==> src/rtl/spi_fifo_tx.sv <==
// spi_fifo_tx: SPI mode-0 master transmitter draining a first-word-fallthrough FIFO.
// A frame of `length` words is sent MSB-first under chip select. An empty FIFO at a
// word boundary parks SCK low with CS still asserted until a word is available.
module spi_fifo_tx #(
  parameter int WIDTH    = 8,
  parameter int DIV      = 2,
  parameter int LEN_BITS = 16
) (
  input  logic                clk,
  input  logic                reset,
  input  logic                start,
  input  logic [LEN_BITS-1:0] length,
  output logic                busy,
  output logic                done,
  input  logic                data_available,
  input  logic [WIDTH-1:0]    read_data,
  output logic                read_strobe,
  output logic                spi_cs_n,
  output logic                spi_sck,
  output logic                spi_mosi
);

  localparam int DIV_W = (DIV > 1) ? $clog2(DIV) : 1;
  localparam int BIT_W = (WIDTH > 1) ? $clog2(WIDTH) : 1;

  localparam logic [DIV_W-1:0]    DIV_RELOAD = DIV_W'(DIV - 1);
  localparam logic [DIV_W-1:0]    DIV_ONE    = DIV_W'(1);
  localparam logic [DIV_W-1:0]    DIV_ZERO   = DIV_W'(0);
  localparam logic [BIT_W-1:0]    BIT_RELOAD = BIT_W'(WIDTH - 1);
  localparam logic [BIT_W-1:0]    BIT_ONE    = BIT_W'(1);
  localparam logic [BIT_W-1:0]    BIT_ZERO   = BIT_W'(0);
  localparam logic [LEN_BITS-1:0] LEN_ONE    = LEN_BITS'(1);
  localparam logic [LEN_BITS-1:0] LEN_ZERO   = LEN_BITS'(0);

  localparam logic [2:0] ST_IDLE     = 3'd0;
  localparam logic [2:0] ST_CS_SETUP = 3'd1;
  localparam logic [2:0] ST_LOAD     = 3'd2;
  localparam logic [2:0] ST_SHIFT    = 3'd3;
  localparam logic [2:0] ST_CS_HOLD  = 3'd4;

  logic [2:0]          state_q,     state_d;
  logic [LEN_BITS-1:0] remaining_q, remaining_d;
  logic [DIV_W-1:0]    div_cnt_q,   div_cnt_d;
  logic [BIT_W-1:0]    bit_cnt_q,   bit_cnt_d;
  logic [WIDTH-1:0]    shreg_q,     shreg_d;
  logic                cs_n_q,      cs_n_d;
  logic                sck_q,       sck_d;
  logic                mosi_q,      mosi_d;
  logic                done_q,      done_d;
  logic                busy_q,      busy_d;
  logic [WIDTH-1:0]    shifted_s;

  // The FIFO is popped only while waiting in LOAD and a word is actually present.
  assign read_strobe = (state_q == ST_LOAD) && data_available;

  assign busy     = busy_q;
  assign done     = done_q;
  assign spi_cs_n = cs_n_q;
  assign spi_sck  = sck_q;
  assign spi_mosi = mosi_q;

  // Next-state and datapath logic for the frame sequencer.
  always_comb begin
    state_d     = state_q;
    remaining_d = remaining_q;
    div_cnt_d   = div_cnt_q;
    bit_cnt_d   = bit_cnt_q;
    shreg_d     = shreg_q;
    cs_n_d      = cs_n_q;
    sck_d       = sck_q;
    mosi_d      = mosi_q;
    done_d      = 1'b0;
    shifted_s   = shreg_q << 1;

    case (state_q)
      ST_IDLE: begin
        if (start) begin
          if (length != LEN_ZERO) begin
            remaining_d = length;
            cs_n_d      = 1'b0;
            div_cnt_d   = DIV_RELOAD;
            state_d     = ST_CS_SETUP;
          end else begin
            // Empty frame: acknowledge immediately without touching the bus.
            done_d = 1'b1;
          end
        end else begin
          state_d = ST_IDLE;
        end
      end

      ST_CS_SETUP: begin
        if (div_cnt_q == DIV_ZERO) begin
          state_d = ST_LOAD;
        end else begin
          div_cnt_d = div_cnt_q - DIV_ONE;
        end
      end

      ST_LOAD: begin
        if (data_available) begin
          shreg_d     = read_data;
          mosi_d      = read_data[WIDTH-1];
          bit_cnt_d   = BIT_RELOAD;
          remaining_d = remaining_q - LEN_ONE;
          div_cnt_d   = DIV_RELOAD;
          state_d     = ST_SHIFT;
        end else begin
          // Stall with SCK low and CS held; never send stale data.
          state_d = ST_LOAD;
        end
      end

      ST_SHIFT: begin
        if (div_cnt_q == DIV_ZERO) begin
          div_cnt_d = DIV_RELOAD;
          sck_d     = ~sck_q;
          if (!sck_q) begin
            // Rising edge: slave samples, MOSI stays put.
            mosi_d = mosi_q;
          end else if (bit_cnt_q != BIT_ZERO) begin
            // Falling edge inside a word: present the next bit.
            shreg_d   = shifted_s;
            mosi_d    = shifted_s[WIDTH-1];
            bit_cnt_d = bit_cnt_q - BIT_ONE;
          end else if (remaining_q != LEN_ZERO) begin
            state_d = ST_LOAD;
          end else begin
            state_d = ST_CS_HOLD;
          end
        end else begin
          div_cnt_d = div_cnt_q - DIV_ONE;
        end
      end

      ST_CS_HOLD: begin
        if (div_cnt_q == DIV_ZERO) begin
          cs_n_d  = 1'b1;
          done_d  = 1'b1;
          mosi_d  = 1'b0;
          state_d = ST_IDLE;
        end else begin
          div_cnt_d = div_cnt_q - DIV_ONE;
        end
      end

      default: begin
        state_d = ST_IDLE;
        cs_n_d  = 1'b1;
        sck_d   = 1'b0;
        mosi_d  = 1'b0;
      end
    endcase

    busy_d = (state_d != ST_IDLE);
  end

  // State and output registers with synchronous reset to the idle bus.
  always_ff @(posedge clk) begin
    if (reset) begin
      state_q     <= ST_IDLE;
      remaining_q <= LEN_ZERO;
      div_cnt_q   <= DIV_ZERO;
      bit_cnt_q   <= BIT_ZERO;
      shreg_q     <= {WIDTH{1'b0}};
      cs_n_q      <= 1'b1;
      sck_q       <= 1'b0;
      mosi_q      <= 1'b0;
      done_q      <= 1'b0;
      busy_q      <= 1'b0;
    end else begin
      state_q     <= state_d;
      remaining_q <= remaining_d;
      div_cnt_q   <= div_cnt_d;
      bit_cnt_q   <= bit_cnt_d;
      shreg_q     <= shreg_d;
      cs_n_q      <= cs_n_d;
      sck_q       <= sck_d;
      mosi_q      <= mosi_d;
      done_q      <= done_d;
      busy_q      <= busy_d;
    end
  end

endmodule

==> config.mk <==
export PLATFORM = sky130hd
export DESIGN_NAME = spi_fifo_tx
export DESIGN_NICKNAME = d
export VERILOG_FILES = /design/src/rtl/spi_fifo_tx.sv
export SDC_FILE = /design/constraint.sdc
export NUM_CORES = 1
export LEC_CHECK = 0
export ABC_AREA = 1
export CAP_MARGIN = 20
export CELL_PAD_IN_SITES_DETAIL_PLACEMENT = 0
export CELL_PAD_IN_SITES_GLOBAL_PLACEMENT = 1
export CORE_AREA = 5 5 115 63
export CTS_CLUSTER_SIZE = 25
export DETAILED_ROUTE_END_ITERATION = 6
export DIE_AREA = 0 0 120 68
export PLACE_DENSITY = 0.83
export SKIP_CTS_REPAIR_TIMING = 1
export SYNTH_ARGS = -nofsm -noshare
export SYNTH_HDL_FRONTEND = slang
export SYNTH_SLANG_ARGS = --single-unit
==> constraint.sdc <==
create_clock -name clk -period 1.5 [get_ports clk]
set_input_delay 0.3 -clock clk [delete_from_list [all_inputs] [get_ports clk]]
set_output_delay 0.3 -clock clk [all_outputs]
set_load 0.01 [all_outputs]
==> results by group <==
Outcome
  • Outcome: completed

Logic synthesis
  • Post-synth top cells: nand2_1, nor2_1, dfxtp_1
  • Library cells used by synthesis: 30
  • Post-synth top area cell: dfxtp_1
  • Post-synth EDFFs: 0
  • Number of synthesis warnings: 0
  • Seq/Total Area, Yosys: 0.323
  • Synth Flop Type: dfxtp_1
  • Post-Synthesis Cells: 360
  • Most common cell in the netlist: nand2_1
  • Syn nets: 391
  • Netlist Area Pre-Place: 0.00217 mm²
  • Mean Syn Cell Area: 6.02 µm²
  • Post-synth ARST share: 0
  • Ranking of synthesized cells by area: dfxtp_1, nand2_1, nor2_1
  • Top-area cell type share of the netlist area: 0.323
  • Flops & latches, synth: 35

Power and ir drop
  • P per Cell Area: 1670 mW/mm²
  • VDD IR max: 0.669 mV
  • LEAKAGE: 1.75 nW
  • Design Power: 0.00578 W

Clocking
  • Htree depth: 2
  • Worst skew pair latency: 290 ps
  • Clock buffer depth: 2
  • CTS buffer count: 5
  • CTS tree: built
  • Clk root buf: clkbuf_16
  • Clock sink count: 35
  • Clk slew on worst S/H paths: 60 ps

Timing
  • Max Slew Vio Count: 0
  • Max Fclk: 0.672 GHz
  • Relative slew slack: 0.809
  • Endpoints failing hold: 0
  • Layout Skew: 6.09 ps
  • Fin crit share: 0.993
  • Unrepaired setup endpoints after global routing: yes
  • Slew @ Worst Pin: 286 ps
  • Hold slack: 419 ps
  • Minimum clock period: 1490 ps
  • Final setup vio count: 0

Detailed routing
  • First drt pass iteration count: 4
  • Total wire length: 7230 µm
  • Avg WL per Cell: 13.6 µm
  • Residual DRC: 0
  • Final ANT Viol Nets: 0
  • Vias: 2,516
  • Via/cell ratio: 4.75
  • Initial DRC Count: 226

Die
  • Area of the core: 0.00628 mm²
  • Effective utilization at floorplan: 0.345
  • Row count: 21
  • Boundary Pins: 34
  • Die span in x: 120 µm
  • Total die area: 0.00816 mm²
  • Die height: 68 µm

Layout
  • Area of the multi-input gates: 0.00146 mm²
  • Design area: 0.00347 mm²
  • Area Growth Syn to Fin: 60.0%
  • Filler cell count: 603
  • Post-route insts no fill: 530
  • Diode count: 0
  • Fraction of layout cells with a size suffix above 1: 0.291
  • FF/Latch Area: 709 µm²
  • Final #Nets: 480
  • Final design utilization: 0.552

Worst hold path
  • Min-delay worst type: in2reg
  • Hold wc startpoint: length[10]
  • WHS Path Cells: 5

Critical path
  • Startpoint types: flip-flop
  • Critical path required time: 1710 ps
  • Worst Reg-to-Reg Cells: 9
  • Crit. Startpoint: bit_cnt_q[0]$_SDFFE_PP0P_
  • Flop2flop setup slack: 10 ps
  • Critical Path Sink Type: flip-flop
  • Crit path kind: reg2reg
  • Top fanout value on the critical path: 7
  • Crit path DAT: 1700 ps
  • Reg2reg start: bit_cnt_q[0]$_SDFFE_PP0P_

Place
  • Placed insts: 515
  • Placed cell areas: 0.00294 mm²
  • Routability Congestion: 0.908
  • Detailed Place HPWL: 5010 µm
  • IO Port Bufs: 33

GRT
  • First-pass GRT wire length: 11,200 µm
  • Initial antenna violation count: 0
  • Vias in the first global route: 2,298
  • Largest net degree at the start of global routing: 19
  • Total Routing Usage GR: 0.174
  • Grt ovf: 0

Job
  • Max-cap violations: 0
## routing by layer
metal / up-vias / track usage / wire length, µm
met4: 0 / 0.0556 / 76
li1: 1331 / - / -
met3: 7 / 0.0388 / 426
met5: - / 0 / 0
met2: 78 / 0.249 / 2940
met1: 1100 / 0.257 / 3780
## registers in the layout, indices dropped and copies added (netlist names)
register	count
spi_mosi	1
done	1
state_q	3
remaining_q	16
div_cnt_q	1
bit_cnt_q	3
spi_sck	1
shreg_q	7
busy	1
spi_cs_n	1
## critical path, stage by stage, from the launching register on
cell and delay, ps:
dfxtp_2 350, inv_1 60, ha_1 190, inv_1 90
nor2_4 50, o21ai_4 210, nand2_4 130, inv_6 100
o21ai_1 60, a21oi_1 160
## path summary, 6_finish.rpt
| path | end |
|---|---|
| max | bit_cnt_q[2]$_SDFFE_PP0P_ |
| min | remaining_q[10]$_SDFFE_PP0P_ |
| max reg2reg | bit_cnt_q[2]$_SDFFE_PP0P_ |
| min reg2reg | shreg_q[5]$_SDFFE_PP0P_ |
## where the power goes
part	internal [W]	switching [W]
registers	0.00119	0.000273
logic	0.00136	0.00173
clock network	0.000793	0.000444
## metrics by stage
step / setup TNS (ps) / setup slack [ps]
3_3_place_gp: -11340 / -557
5_1_grt: -223 / -56.3
2_1_floorplan: 0 / 125
6_report: 0 / 10.8
4_1_cts: -4590 / -374
3_5_place_dp: -11790 / -607
## layout make-up
class	count	share of cell area
Timing Repair Buffer	91	0.250
Clock buffer	5	0.0361
Sequential cell	35	0.205
Multi-Input combinational cell	280	0.422
Inverter	36	0.0440
Clock inverter	3	0.0137
Tap cell	80	0.0289
## cell usage in the layout (no fill, tap or decap), types with 3 or more instances in the layout
| master | count |
|---|---|
| dfxtp_1 | 28 |
| nand3_2 | 3 |
| inv_6 | 3 |
| o21ai_1 | 12 |
| buf_6 | 4 |
| nand2_1 | 108 |
| nand3_1 | 23 |
| o21ai_0 | 14 |
| buf_4 | 50 |
| inv_4 | 3 |
| inv_1 | 25 |
| nand2_4 | 3 |
| clkbuf_16 | 6 |
| dfxtp_2 | 7 |
| nor2_4 | 10 |
| clkdlybuf4s50_1 | 15 |
| inv_2 | 6 |
| nor2_2 | 10 |
| nand2_2 | 9 |
| dlymetal6s2s_1 | 17 |
| nor2_1 | 39 |
| a21oi_1 | 25 |
## cell families (layout without fill, tap and decap cells)
family / Yosys count / count (layout) / synth area share
adders and majority gates: 3 / 3 / 0.0173
and+or+nand+nor: 213 / 214 / 0.414
buffers and inverters: 46 / 135 / 0.0901
AOI/OAI and AO/OA: 60 / 60 / 0.143
xor gates and xnor gates: 3 / 3 / 0.0121
DFF: 35 / 35 / 0.323
(Power assumes the default switching activity.)
==> RTL change: new RTL, same settings <==
`DIV`: 2 -> 4.
--- a/src/rtl/spi_fifo_tx.sv
+++ b/src/rtl/spi_fifo_tx.sv
@@ -4,5 +4,5 @@
 module spi_fifo_tx #(
   parameter int WIDTH    = 8,
-  parameter int DIV      = 2,
+  parameter int DIV      = 4,
   parameter int LEN_BITS = 16
 ) (
Formal check against the unedited RTL: not equivalent (a bounded check fails within 4 cycles, from zero or initial values and one cycle with reset high).
==> RTL change against the unedited design <==
- total power fell by 16%
- final cell count rose by 0.94%
- utilization rose by 0.70 points
- worst setup slack improved by 0.039 ns
- cell area rose by 1.3%
- routed wire length fell by 3.7%
- sequential cell count rose by 1
- register-to-register slack improved by 0.05 ns
- critical path depth fell by 8
- area after synthesis rose by 9.0%
==> RTL change: results <==
metrics = {
    "outcome": {
        "status": "complete, no violations",
    },
    "pwr": {
        "p_leak_nw": 1.86,
    },
    "cells_and_area": {
        "stdcell_count": 535,
        "layout-drive-gt1-share_pct": 26.6,
        "nets": 486,
    },
    "placed_design": {
        "dpl_cell_area_mm2": 0.00308,
        "post-place-ws_ns": -0.337,
        "dp_hpwl_um": 5050,
        "place_congestion": 0.928,
        "dp_cells": 524,
    },
    "worst_setup_path": {
        "critPathMaxFanout": 2,
        "cp-startpoint": "spi_cs_n$_SDFFE_PP1P_",
        "reg2reg_depth": 10,
        "slowest_stage": "clkdlybuf4s50_1",
        "critPathCapture": "spi_cs_n",
        "crit_arrival_ns": 1.15,
    },
    "global_route": {
        "grt_pass1_wl_um": 11300,
        "grtUsageTotal_pct": 17.8,
        "grt_max_degree": 17,
    },
    "yosys": {
        "synth_nets": 404,
        "ys_top_cells_by_count": "nand2_1 (120), nor2_1 (54), dfxtp_1 (36), inv_1 (36), nand3_1 (26)",
        "ys_seq_area_share_pct": 30.5,
        "synthTopCellsByArea": "dfxtp_1 (31%), nand2_1 (19%), nor2_1 (8.6%)",
        "synthCells": 372,
        "yosysUniqueCellTypes": 34,
    },
    "route": {
        "drt-initial-drc-count": 151,
    },
    "timing": {
        "worst_slack_ns": 0.0501,
        "finalClockSkew_ns": 0.00348,
    },
}
## RTL change: per-layer routing
layer	up-vias	global-route usage (%)	wire length, µm
met5	-	0	0
met4	0	4.71	69
met3	9	4.95	498
met2	73	25.6	2730
met1	1127	26.1	3650
li1	1337	-	-
## RTL change: power by group through the flow
stage          sequential, mW  clock (mW)  combinational (mW)
2_1_floorplan            1.25           0                1.17
3_3_place_gp             1.26           0                1.78
3_5_place_dp             1.26           0                1.78
4_1_cts                  1.24        1.59                1.81
5_1_grt                  1.29        1.62                2.23
6_report                 1.26        1.57                2.00
## RTL change: cell families after synthesis
| kind of cell | count (synthesis) | share of synthesized area [%] |
|---|---|---|
| and+or+nand+nor | 218 | 39.1 |
| adders and majority gates | 4 | 2.12 |
| DFF | 36 | 30.5 |
| AOI/OAI and AO/OA | 52 | 14.1 |
| xor gates and xnor gates | 4 | 1.48 |
| buffers and inverters | 55 | 11.4 |
| muxes | 3 | 1.27 |
## RTL change: layout make-up
class	count	area, µm²	area share (%)
clock buffer	5	125	3.56
clock inverter	3	90.1	2.57
inverter	44	185	5.27
multi-input combinational	281	1480	42.0
sequential	36	731	20.8
tap	80	100	2.85
timing repair buffer	86	805	22.9
## RTL change: worst min path at each step
stage,from,end,slack (ns),cells after the start
final,length[14],remaining_q[14]$_SDFFE_PP0P_,0.40,5
after global routing,length[14],remaining_q[14]$_SDFFE_PP0P_,0.43,5
after CTS,bit_cnt_q[0]$_SDFFE_PP0P_,bit_cnt_q[0]$_SDFFE_PP0P_,0.45,1
after detailed placement,spi_cs_n$_SDFFE_PP1P_,spi_cs_n$_SDFFE_PP1P_,0.44,2
after global placement,spi_cs_n$_SDFFE_PP1P_,spi_cs_n$_SDFFE_PP1P_,0.43,2
after floorplan,reset,bit_cnt_q[2]$_SDFFE_PP0P_,0.36,1
